$ cat src/rtl/nonce_sequencer_pkg.sv
// Shared definitions for the nonce sequencer: default widths, the WAIT
// timeout, FSM state encoding and a saturating counter helper.
package nonce_sequencer_pkg;

  localparam int NONCE_W_DEF = 32;
  localparam int HASH_W_DEF  = 24;
  localparam int TIMEOUT_DEF = 64;

  // state  | meaning
  // IDLE   | waiting for start; result flags hold
  // ISSUE  | presenting cur to the hash core
  // WAIT   | nonce accepted, waiting for the hash (timeout armed)
  // CHECK  | one-cycle compare against target / limit
  // DONE   | search finished, busy drops; back to IDLE
  localparam logic [2:0] S_IDLE  = 3'd0;
  localparam logic [2:0] S_ISSUE = 3'd1;
  localparam logic [2:0] S_WAIT  = 3'd2;
  localparam logic [2:0] S_CHECK = 3'd3;
  localparam logic [2:0] S_DONE  = 3'd4;

  function automatic logic [7:0] sat_inc8(input logic [7:0] v);
    return (v == 8'hFF) ? v : v + 8'd1;
  endfunction

endpackage

$ cat src/rtl/nonce_sequencer_if.sv
// Nonce/hash handshake between the sequencer (master) and the hash core
// (slave).
//   nonce, nonce_valid : candidate offered by the sequencer
//   hash_ready         : core accepts the candidate
//   hash_in, hash_valid: single-cycle hash result from the core
interface nonce_sequencer_if
  import nonce_sequencer_pkg::*;
#(
  parameter int NONCE_W = NONCE_W_DEF,
  parameter int HASH_W  = HASH_W_DEF
) ();

  logic [NONCE_W-1:0] nonce;
  logic               nonce_valid;
  logic               hash_ready;
  logic [HASH_W-1:0]  hash_in;
  logic               hash_valid;

  modport master (
    output nonce, nonce_valid,
    input  hash_ready, hash_in, hash_valid
  );

  modport slave (
    input  nonce, nonce_valid,
    output hash_ready, hash_in, hash_valid
  );

endinterface

$ cat src/rtl/nonce_timeout_counter.sv
// Clearable up-counter with a terminal-count flag at TIMEOUT-1.
//   clk, reset : clock, synchronous active-high reset
//   clear      : return count to 0 (takes priority over enable)
//   enable     : advance by one
//   tc         : count == TIMEOUT-1
module nonce_timeout_counter
  import nonce_sequencer_pkg::*;
#(
  parameter int TIMEOUT = TIMEOUT_DEF
) (
  input  logic clk,
  input  logic reset,
  input  logic clear,
  input  logic enable,
  output logic tc
);

  localparam int CW = (TIMEOUT > 1) ? $clog2(TIMEOUT) : 1;

  logic [CW-1:0] count;

  always_ff @(posedge clk) begin
    if (reset || clear) begin
      count <= '0;
    end else if (enable) begin
      count <= count + CW'(1);
    end
  end

  assign tc = (count == CW'(TIMEOUT - 1));

endmodule

$ cat src/rtl/nonce_sequencer.sv
// Sequences candidate nonces into the hash core, compares each hash with
// the programmed target and stops on the first hit or when limit nonces
// have been tried.
//   clk, reset                : clock, synchronous active-high reset
//   start, seed, limit, target: search request (sampled on start in IDLE)
//   bus                       : nonce/hash handshake to the core
//   busy, fin, exhausted      : search status
//   found_nonce, attempts     : winning nonce, hashes evaluated
//   retries                   : WAIT timeouts (saturating)
module nonce_sequencer
  import nonce_sequencer_pkg::*;
#(
  parameter int NONCE_W = NONCE_W_DEF,
  parameter int HASH_W  = HASH_W_DEF,
  parameter int TIMEOUT = TIMEOUT_DEF
) (
  input  logic               clk,
  input  logic               reset,
  input  logic               start,
  input  logic [NONCE_W-1:0] seed,
  input  logic [NONCE_W-1:0] limit,
  input  logic [HASH_W-1:0]  target,
  nonce_sequencer_if.master  bus,
  output logic               busy,
  output logic               fin,
  output logic               exhausted,
  output logic [NONCE_W-1:0] found_nonce,
  output logic [NONCE_W-1:0] attempts,
  output logic [7:0]         retries
);

  logic [2:0]         state;
  logic [NONCE_W-1:0] cur;
  logic [NONCE_W-1:0] limit_reg;
  logic [HASH_W-1:0]  target_reg;
  logic [HASH_W-1:0]  hash_reg;
  logic [NONCE_W-1:0] attempts_next;
  logic               timeout_tc;

  assign attempts_next = attempts + NONCE_W'(1);

  nonce_timeout_counter #(.TIMEOUT(TIMEOUT)) u_timeout (
    .clk   (clk),
    .reset (reset),
    .clear (state == S_ISSUE && bus.hash_ready),
    .enable(state == S_WAIT),
    .tc    (timeout_tc)
  );

  always_ff @(posedge clk) begin
    if (reset) begin
      state       <= S_IDLE;
      cur         <= '0;
      limit_reg   <= '0;
      target_reg  <= '0;
      hash_reg    <= '0;
      attempts    <= '0;
      retries     <= '0;
      fin         <= 1'b0;
      exhausted   <= 1'b0;
      found_nonce <= '0;
    end else begin
      case (state)
        S_IDLE: begin
          if (start) begin
            cur        <= seed;
            limit_reg  <= limit;
            target_reg <= target;
            attempts   <= '0;
            retries    <= '0;
            fin        <= 1'b0;
            exhausted  <= 1'b0;
            state      <= S_ISSUE;
          end
        end
        S_ISSUE: begin
          if (bus.hash_ready) state <= S_WAIT;
        end
        S_WAIT: begin
          // a hash arriving on the timeout cycle is still accepted
          if (bus.hash_valid) begin
            hash_reg <= bus.hash_in;
            state    <= S_CHECK;
          end else if (timeout_tc) begin
            retries <= sat_inc8(retries);
            state   <= S_ISSUE;
          end
        end
        S_CHECK: begin
          attempts <= attempts_next;
          if (hash_reg < target_reg) begin
            found_nonce <= cur;
            fin         <= 1'b1;
            state       <= S_DONE;
          end else if (attempts_next == limit_reg) begin
            // limit 0 matches only after attempts wraps: full 2^NONCE_W range
            exhausted <= 1'b1;
            state     <= S_DONE;
          end else begin
            cur   <= cur + NONCE_W'(1);
            state <= S_ISSUE;
          end
        end
        S_DONE:  state <= S_IDLE;
        default: state <= S_IDLE;
      endcase
    end
  end

  assign busy            = (state == S_ISSUE) || (state == S_WAIT) || (state == S_CHECK);
  assign bus.nonce_valid = (state == S_ISSUE);
  assign bus.nonce       = cur;

endmodule

$ cat src/flat_wrapper.sv
// flat-port wrapper written by rule: the top's interface ports become plain ports
module nonce_sequencer_flat import nonce_sequencer_pkg::*;
#(
  parameter int NONCE_W = NONCE_W_DEF,
  parameter int HASH_W  = HASH_W_DEF,
  parameter int TIMEOUT = TIMEOUT_DEF
)
  (clk, reset, start, seed, limit, target, busy, fin, exhausted, found_nonce, attempts, retries, bus_nonce, bus_nonce_valid, bus_hash_ready, bus_hash_in, bus_hash_valid);
  nonce_sequencer_if #(.NONCE_W(NONCE_W), .HASH_W(HASH_W)) bus_i ();
  input  logic clk;
  input  logic reset;
  input  logic start;
  input  logic [NONCE_W-1:0] seed;
  input  logic [NONCE_W-1:0] limit;
  input  logic [HASH_W-1:0] target;
  output logic busy;
  output logic fin;
  output logic exhausted;
  output logic [NONCE_W-1:0] found_nonce;
  output logic [NONCE_W-1:0] attempts;
  output logic [7:0] retries;
  output wire logic [$bits(bus_i.nonce)-1:0] bus_nonce;
  output wire logic [$bits(bus_i.nonce_valid)-1:0] bus_nonce_valid;
  input wire logic [$bits(bus_i.hash_ready)-1:0] bus_hash_ready;
  input wire logic [$bits(bus_i.hash_in)-1:0] bus_hash_in;
  input wire logic [$bits(bus_i.hash_valid)-1:0] bus_hash_valid;
  assign bus_nonce = bus_i.nonce;
  assign bus_nonce_valid = bus_i.nonce_valid;
  assign bus_i.hash_ready = bus_hash_ready;
  assign bus_i.hash_in = bus_hash_in;
  assign bus_i.hash_valid = bus_hash_valid;
  nonce_sequencer #(.NONCE_W(NONCE_W), .HASH_W(HASH_W), .TIMEOUT(TIMEOUT)) u_core (.clk(clk), .reset(reset), .start(start), .seed(seed), .limit(limit), .target(target), .bus(bus_i), .busy(busy), .fin(fin), .exhausted(exhausted), .found_nonce(found_nonce), .attempts(attempts), .retries(retries));
endmodule
$ cat config.mk
export PLATFORM = sky130hd
export DESIGN_NAME = nonce_sequencer_flat
export DESIGN_NICKNAME = d
export VERILOG_FILES = /design/src/rtl/nonce_sequencer_pkg.sv /design/src/rtl/nonce_sequencer_if.sv /design/src/rtl/nonce_timeout_counter.sv /design/src/rtl/nonce_sequencer.sv /design/src/flat_wrapper.sv
export SDC_FILE = /design/constraint.sdc
export NUM_CORES = 1
export LEC_CHECK = 0
export CAP_MARGIN = 20
export CORE_AREA = 5 5 147 149
export DETAILED_ROUTE_END_ITERATION = 16
export DIE_AREA = 0 0 152 154
export PLACE_DENSITY = 0.86
export SLEW_MARGIN = 10
export SYNTH_ARGS = -nofsm -noshare
export SYNTH_HDL_FRONTEND = slang
export SYNTH_HIERARCHICAL = 1
export SYNTH_SLANG_ARGS = --single-unit
$ cat constraint.sdc
create_clock -name clk -period 4.9 [get_ports clk]
set_input_delay 0.98 -clock clk [delete_from_list [all_inputs] [get_ports clk]]
set_output_delay 0.98 -clock clk [all_outputs]
set_load 0.02 [all_outputs]
Word-level counts from Yosys, hierarchy flattened
Cells that the tools add are included.
{ "totals": {"regBits": 195, "elab_cells": 72} }
{ "op_classes": {"magnitude_cmp": 1, "reduce_logical": 16, "mux": 24, "add_sub_neg": 4, "n_eq_ne": 16} }
{ "ops": {"columns": ["cell", "count"], "rows": [
  ["2-to-1 mux 32 bit", 4],
  ["one-hot mux 32 bit (2 select lines)", 2],
  ["adder 32 x 1 -> 32 bit, second input constant", 2],
  ["equality test 32 bit", 1],
  ["2-to-1 mux 8 bit", 4],
  ["< comparator 24 bit", 1],
  ["2-to-1 mux 3 bit", 6],
  ["one-hot mux 8 bit (2 select lines)", 1],
  ["one-hot mux 3 bit (4 select lines)", 1],
  ["inequality test 2 bit, second input constant", 5],
  ["adder 8 x 1 -> 8 bit, second input constant", 1],
  ["equality test 8 bit, second input constant", 1],
  ["inequality test 2 x 1 -> 1 bit, second input constant", 4],
  ["AND reduction 2 bit", 4],
  ["AND reduction 4 bit", 2],
  ["adder 6 x 1 -> 6 bit, second input constant", 1],
  ["equality test 3 x 2 -> 1 bit, second input constant", 2],
  ["equality test 6 bit, second input constant", 1],
  ["AND reduction 3 bit", 2],
  ["AND reduction 5 bit", 1],
  ["2-to-1 mux 1 bit", 4],
  ["one-hot mux 1 bit (2 select lines)", 2],
  ["nonzero test 2 bit", 2],
  ["equality test 3 x 1 -> 1 bit, second input constant", 1],
  ["other kinds (4)", 6]
]} }

Logic depth before layout (Yosys ltp)
{ "logic_depth": {"ltp_word": 5, "depth_mapped": 14} }

Modules after synthesis
The synthesis kept the hierarchy.
{ "by_module_without_submodules": {"columns": ["mod", "cells_per_inst", "area_per_inst_um2", "instances"], "rows": [
  ["nonce_sequencer", 1306, 9798.1, 1],
  ["nonce_timeout_counter", 29, 261.5, 1]
]} }

Worst setup path before layout
OpenSTA, ideal clock, no wires.
{ "synth_timing": {"path_type": "register to register", "startpoint": "reg u_core.attempts[0]", "endpoint": "reg u_core.cur[19], in the netlist u_core/bus.nonce[19]", "path_stages_with_launch": 12, "required_ns": 4.777, "setup_ns": 0.123, "n_path_buf": 1, "arrival_time_ns": 3.555, "setup_slack_ns": 1.222, "cell_sequence": "dfxtp_1 ha_1 nand4_4 nor4_4 xnor2_1 o211ai_1 or3_1 or4_1 or3_1 buf_2 a21oi_4 mux2_1"} }
{ "synth_via": {"elab_chain_cells": 4} }
{ "synth_rtl": {"columns": ["element", "line_no", "source"], "rows": [
  ["start, declared", "nonce_sequencer.sv:28", "output logic [NONCE_W-1:0] attempts,"],
  ["start signal, assigned", "nonce_sequencer.sv:90", "attempts <= attempts_next;"],
  ["adder 32 x 1 -> 32 bit", "nonce_sequencer.sv:40", "assign attempts_next = attempts + NONCE_W'(1);"],
  ["equality test 32 bit", "nonce_sequencer.sv:95", "end else if (attempts_next == limit_reg) begin"],
  ["inequality test 2 bit (no source line)", null, null],
  ["AND reduction 4 bit (no source line)", null, null],
  ["end signal, assigned", "nonce_sequencer.sv:100", "cur <= cur + NONCE_W'(1);"],
  ["end, declared", "nonce_sequencer.sv:33", "logic [NONCE_W-1:0] cur;"]
]} }
No other way between the ends.
A chain may end at the register's enable or synchronous reset.

Worst setup path after layout
{ "layout_timing": {"startpoint": "reg u_core.attempts[0]", "endpoint": "reg u_core.cur[7], in the netlist u_core/bus.nonce[7]"} }
The elaborated chain is that of the path after synthesis.

==> impl_metrics.py <==
metrics = {
    "sta": {
        "final.setup.tns_ns": 0,
        "fin_crit_ns": 4.22,
        "skew_ns": 0.00958,
        "fmax_mhz": 237,
        "rsz0062_at_grt": "false",
        "post-route-period-util": 0.862,
        "hold_viol": 0,
        "worst_pin_slew_ns": 1.03,
        "drv_slew": 0,
        "whs_ns": 0.455,
        "slew_headroom": 0.315,
        "setup_viol": 0,
    },
    "die": {
        "die_w_microns": 152,
        "die_height_microns": 154,
        "design.core.area_sq_um": 20000,
        "num_rows": 52,
        "start_util": 0.502,
        "ios": 225,
        "die-area_sq_um": 23400,
    },
    "worst_setup_path": {
        "critPathSlowestCell": "or3_1",
        "cp_data_arrival_time_ns": 4.50,
        "worstSetupStartpoint": "u_core/attempts[0]$_SDFFE_PP0P_",
        "worstSetupEndpointType": "register",
        "r2r_start": "u_core/attempts[0]$_SDFFE_PP0P_",
        "cpMostUsedCell": "or3_1",
        "worst_setup_path_start_kind": "register",
        "cp_slowest_stage_delay_ns": 0.59,
        "critPathRequiredTime_ns": 5.18,
        "critical_path_class": "reg2reg",
        "path_cells": "ha_1 > nand4_4 > nor4_4 > xnor2_1 > o211ai_1 > or3_1 > or4_1 > or3_1 > a21oi_4 > buf_4 > o31ai_1",
        "cp_max_fo": 22,
    },
    "power": {
        "power.density_nw_per_um2": 312,
        "total_power_mw": 4.05,
        "cellLeakagePower_nw": 4.48,
        "peakVddDrop_mv": 0.225,
    },
    "routing": {
        "vias_per_cell": 5.85,
        "first_pass_iters": 6,
        "antenna_left": 0,
        "wire_per_inst_microns": 17.4,
        "drc": 0,
        "num_vias": 10396,
        "drt-initial-drc-count": 909,
        "drt_wl_total_mm": 31.0,
    },
    "synthesis": {
        "synth_top_area_cell": "dfxtp_1",
        "synth.avg_cell_area_sq_um": 7.54,
        "synth_edf_count": 0,
        "synth_area_sq_um": 10100,
        "ys_ff_latch": 195,
        "synth_nets": 1479,
        "yosysUniqueCellTypes": 61,
        "synth_cells": 1335,
        "synth_warnings": 6,
        "async_flop_share": 0,
        "yosys-top-cells-area": "dfxtp_1 39%, nand2_1 12%, a21oi_1 8.6%",
        "netlist_top_cells_count": "317 x nand2_1, 195 x dfxtp_1, 172 x a21oi_1",
        "yosysSeqAreaShare": 0.388,
        "synth_top_area_frac": 0.388,
        "yosysMostFrequentCell": "nand2_1",
        "synthFlopType": "dfxtp_1",
    },
    "layout": {
        "antenna_cells": 0,
        "finish.utilization": 0.647,
        "drive_gt1_frac": 0.0464,
        "nFillCells": 1709,
        "final_nets": 1638,
        "area_growth_pct": 28.9,
    },
    "cts": {
        "ctsHoldBuffers": 0,
        "cts_resized": 0,
        "clockBufferDepth": 2,
        "clkSlewWorstSetupHoldPaths_ns": 0.08,
        "h-tree-depth": 4,
        "cts_inserted_buffers": 17,
        "cts_tree": "done",
        "cts-root-buf": "clkbuf_16",
        "cts.sinks": 195,
        "post_cts_buffers": 0,
        "clk_latency_ns": 0.44,
    },
    "placement": {
        "place.gp.congestion": 0.977,
        "hpwl_mm": 21.8,
        "io_buffers": 224,
    },
    "grt": {
        "grt_pass1_vias": 9353,
        "grt_usage": 0.250,
        "grt_remaining_overflow": 0,
        "grt_pass1_wl_mm": 49.0,
        "antenna_found_initial": 0,
        "grt_max_degree": 97,
    },
    "run": {
        "max-cap-violations": 0,
    },
    "run_status": {
        "status": "finished clean",
    },
    "min_path": {
        "hp-class": "reg2reg",
        "min_from": "u_core/hash_reg[0]$_SDFFE_PP0P_",
    },
}
==> layout by cell type, fill, tap and decap left out, types with 7 or more instances in the layout <==
cell	synthesis	routed
o2111ai_1	23	23
xnor2_1	26	26
nor2_1	80	79
nor2b_1	7	7
nand3_1	33	32
o21ai_0	34	34
and3_1	13	12
or3_1	13	13
a311oi_1	9	9
a21oi_1	172	172
xor2_1	26	26
and2_1	9	8
inv_1	33	33
nand2_1	317	316
clkdlybuf4s50_1	0	223
mux2i_1	8	8
a21o_1	8	8
o31ai_1	23	23
nand2b_1	7	7
clkbuf_16	0	17
ha_1	27	27
nor4_1	16	16
dfxtp_1	195	195
o211ai_1	8	8
a22oi_1	7	7
buf_4	2	15
nand4_1	29	29
a31oi_1	7	7
nor3_1	44	43
==> routing by layer <==
layer	routed length, microns	vias to the layer above	GRT usage
li1	-	5009	-
met1	13000	4832	0.325
met2	14700	497	0.417
met3	2550	58	0.0554
met4	650	0	0.0792
met5	0	-	0
==> power by group <==
group | switching [mW] | total (mW) | internal [mW]
Sequential | 0.122 | 1.80 | 1.68
Clock | 0.687 | 1.42 | 0.729
Combinational | 0.483 | 0.829 | 0.346
Total | 1.29 | 4.05 | 2.76
==> worst max-delay path, delay by kind of cell (launching register included) <==
| kind | cells | cell delay [ns] |
|---|---|---|
| DFF | 1 | 0.48 |
| and+or+nand+nor | 5 | 2.09 |
| AOI/OAI and AO/OA | 3 | 0.58 |
| buffers and inverters | 1 | 0.35 |
| xor gates and xnor gates | 1 | 0.16 |
| adders and majority gates | 1 | 0.39 |
==> stage by stage <==
step | setup slack, ns | cells | cell area (sq um)
detailed placement | 0.757 | 1745 | 12400
global route | 0.459 | 1777 | 13000
finish | 0.679 | 1777 | 13000
global placement | 0.845 | 1745 | 12400
CTS | 0.734 | 1777 | 13000
floorplan | 1.22 | 1335 | 10100
==> worst paths after layout <==
path / end / slack (ns) / cells past startpoint
max reg2reg: u_core/bus.nonce[7]$_SDFFE_PP0P_ / 0.68 / 11
min: u_core/hash_reg[0]$_SDFFE_PP0P_ / 0.45 / 2
max: u_core/bus.nonce[7]$_SDFFE_PP0P_ / 0.68 / 11
min reg2reg: u_core/hash_reg[0]$_SDFFE_PP0P_ / 0.45 / 2
==> cell families (layout without fill, tap and decap cells) <==
kind of cell,after synthesis,in the layout,synth area share
compound gates,320,320,0.195
xor+xnor,52,52,0.0453
fa+ha+maj,27,27,0.0336
buf+inv,131,303,0.0524
flops,195,195,0.388
mux,10,10,0.0102
simple gates,600,600,0.276
==> area by class of cell <==
cell class / instances / area, sq um / share of cell area
sequential: 195 / 3900 / 0.301
clock buffer: 17 / 425 / 0.0328
timing repair buffer: 238 / 2340 / 0.181
clock inverter: 15 / 166 / 0.0128
tap: 270 / 338 / 0.0261
inverter: 33 / 124 / 0.00956
multi-input combinational: 1009 / 5660 / 0.437
Power figures use the tool's default switching activity.
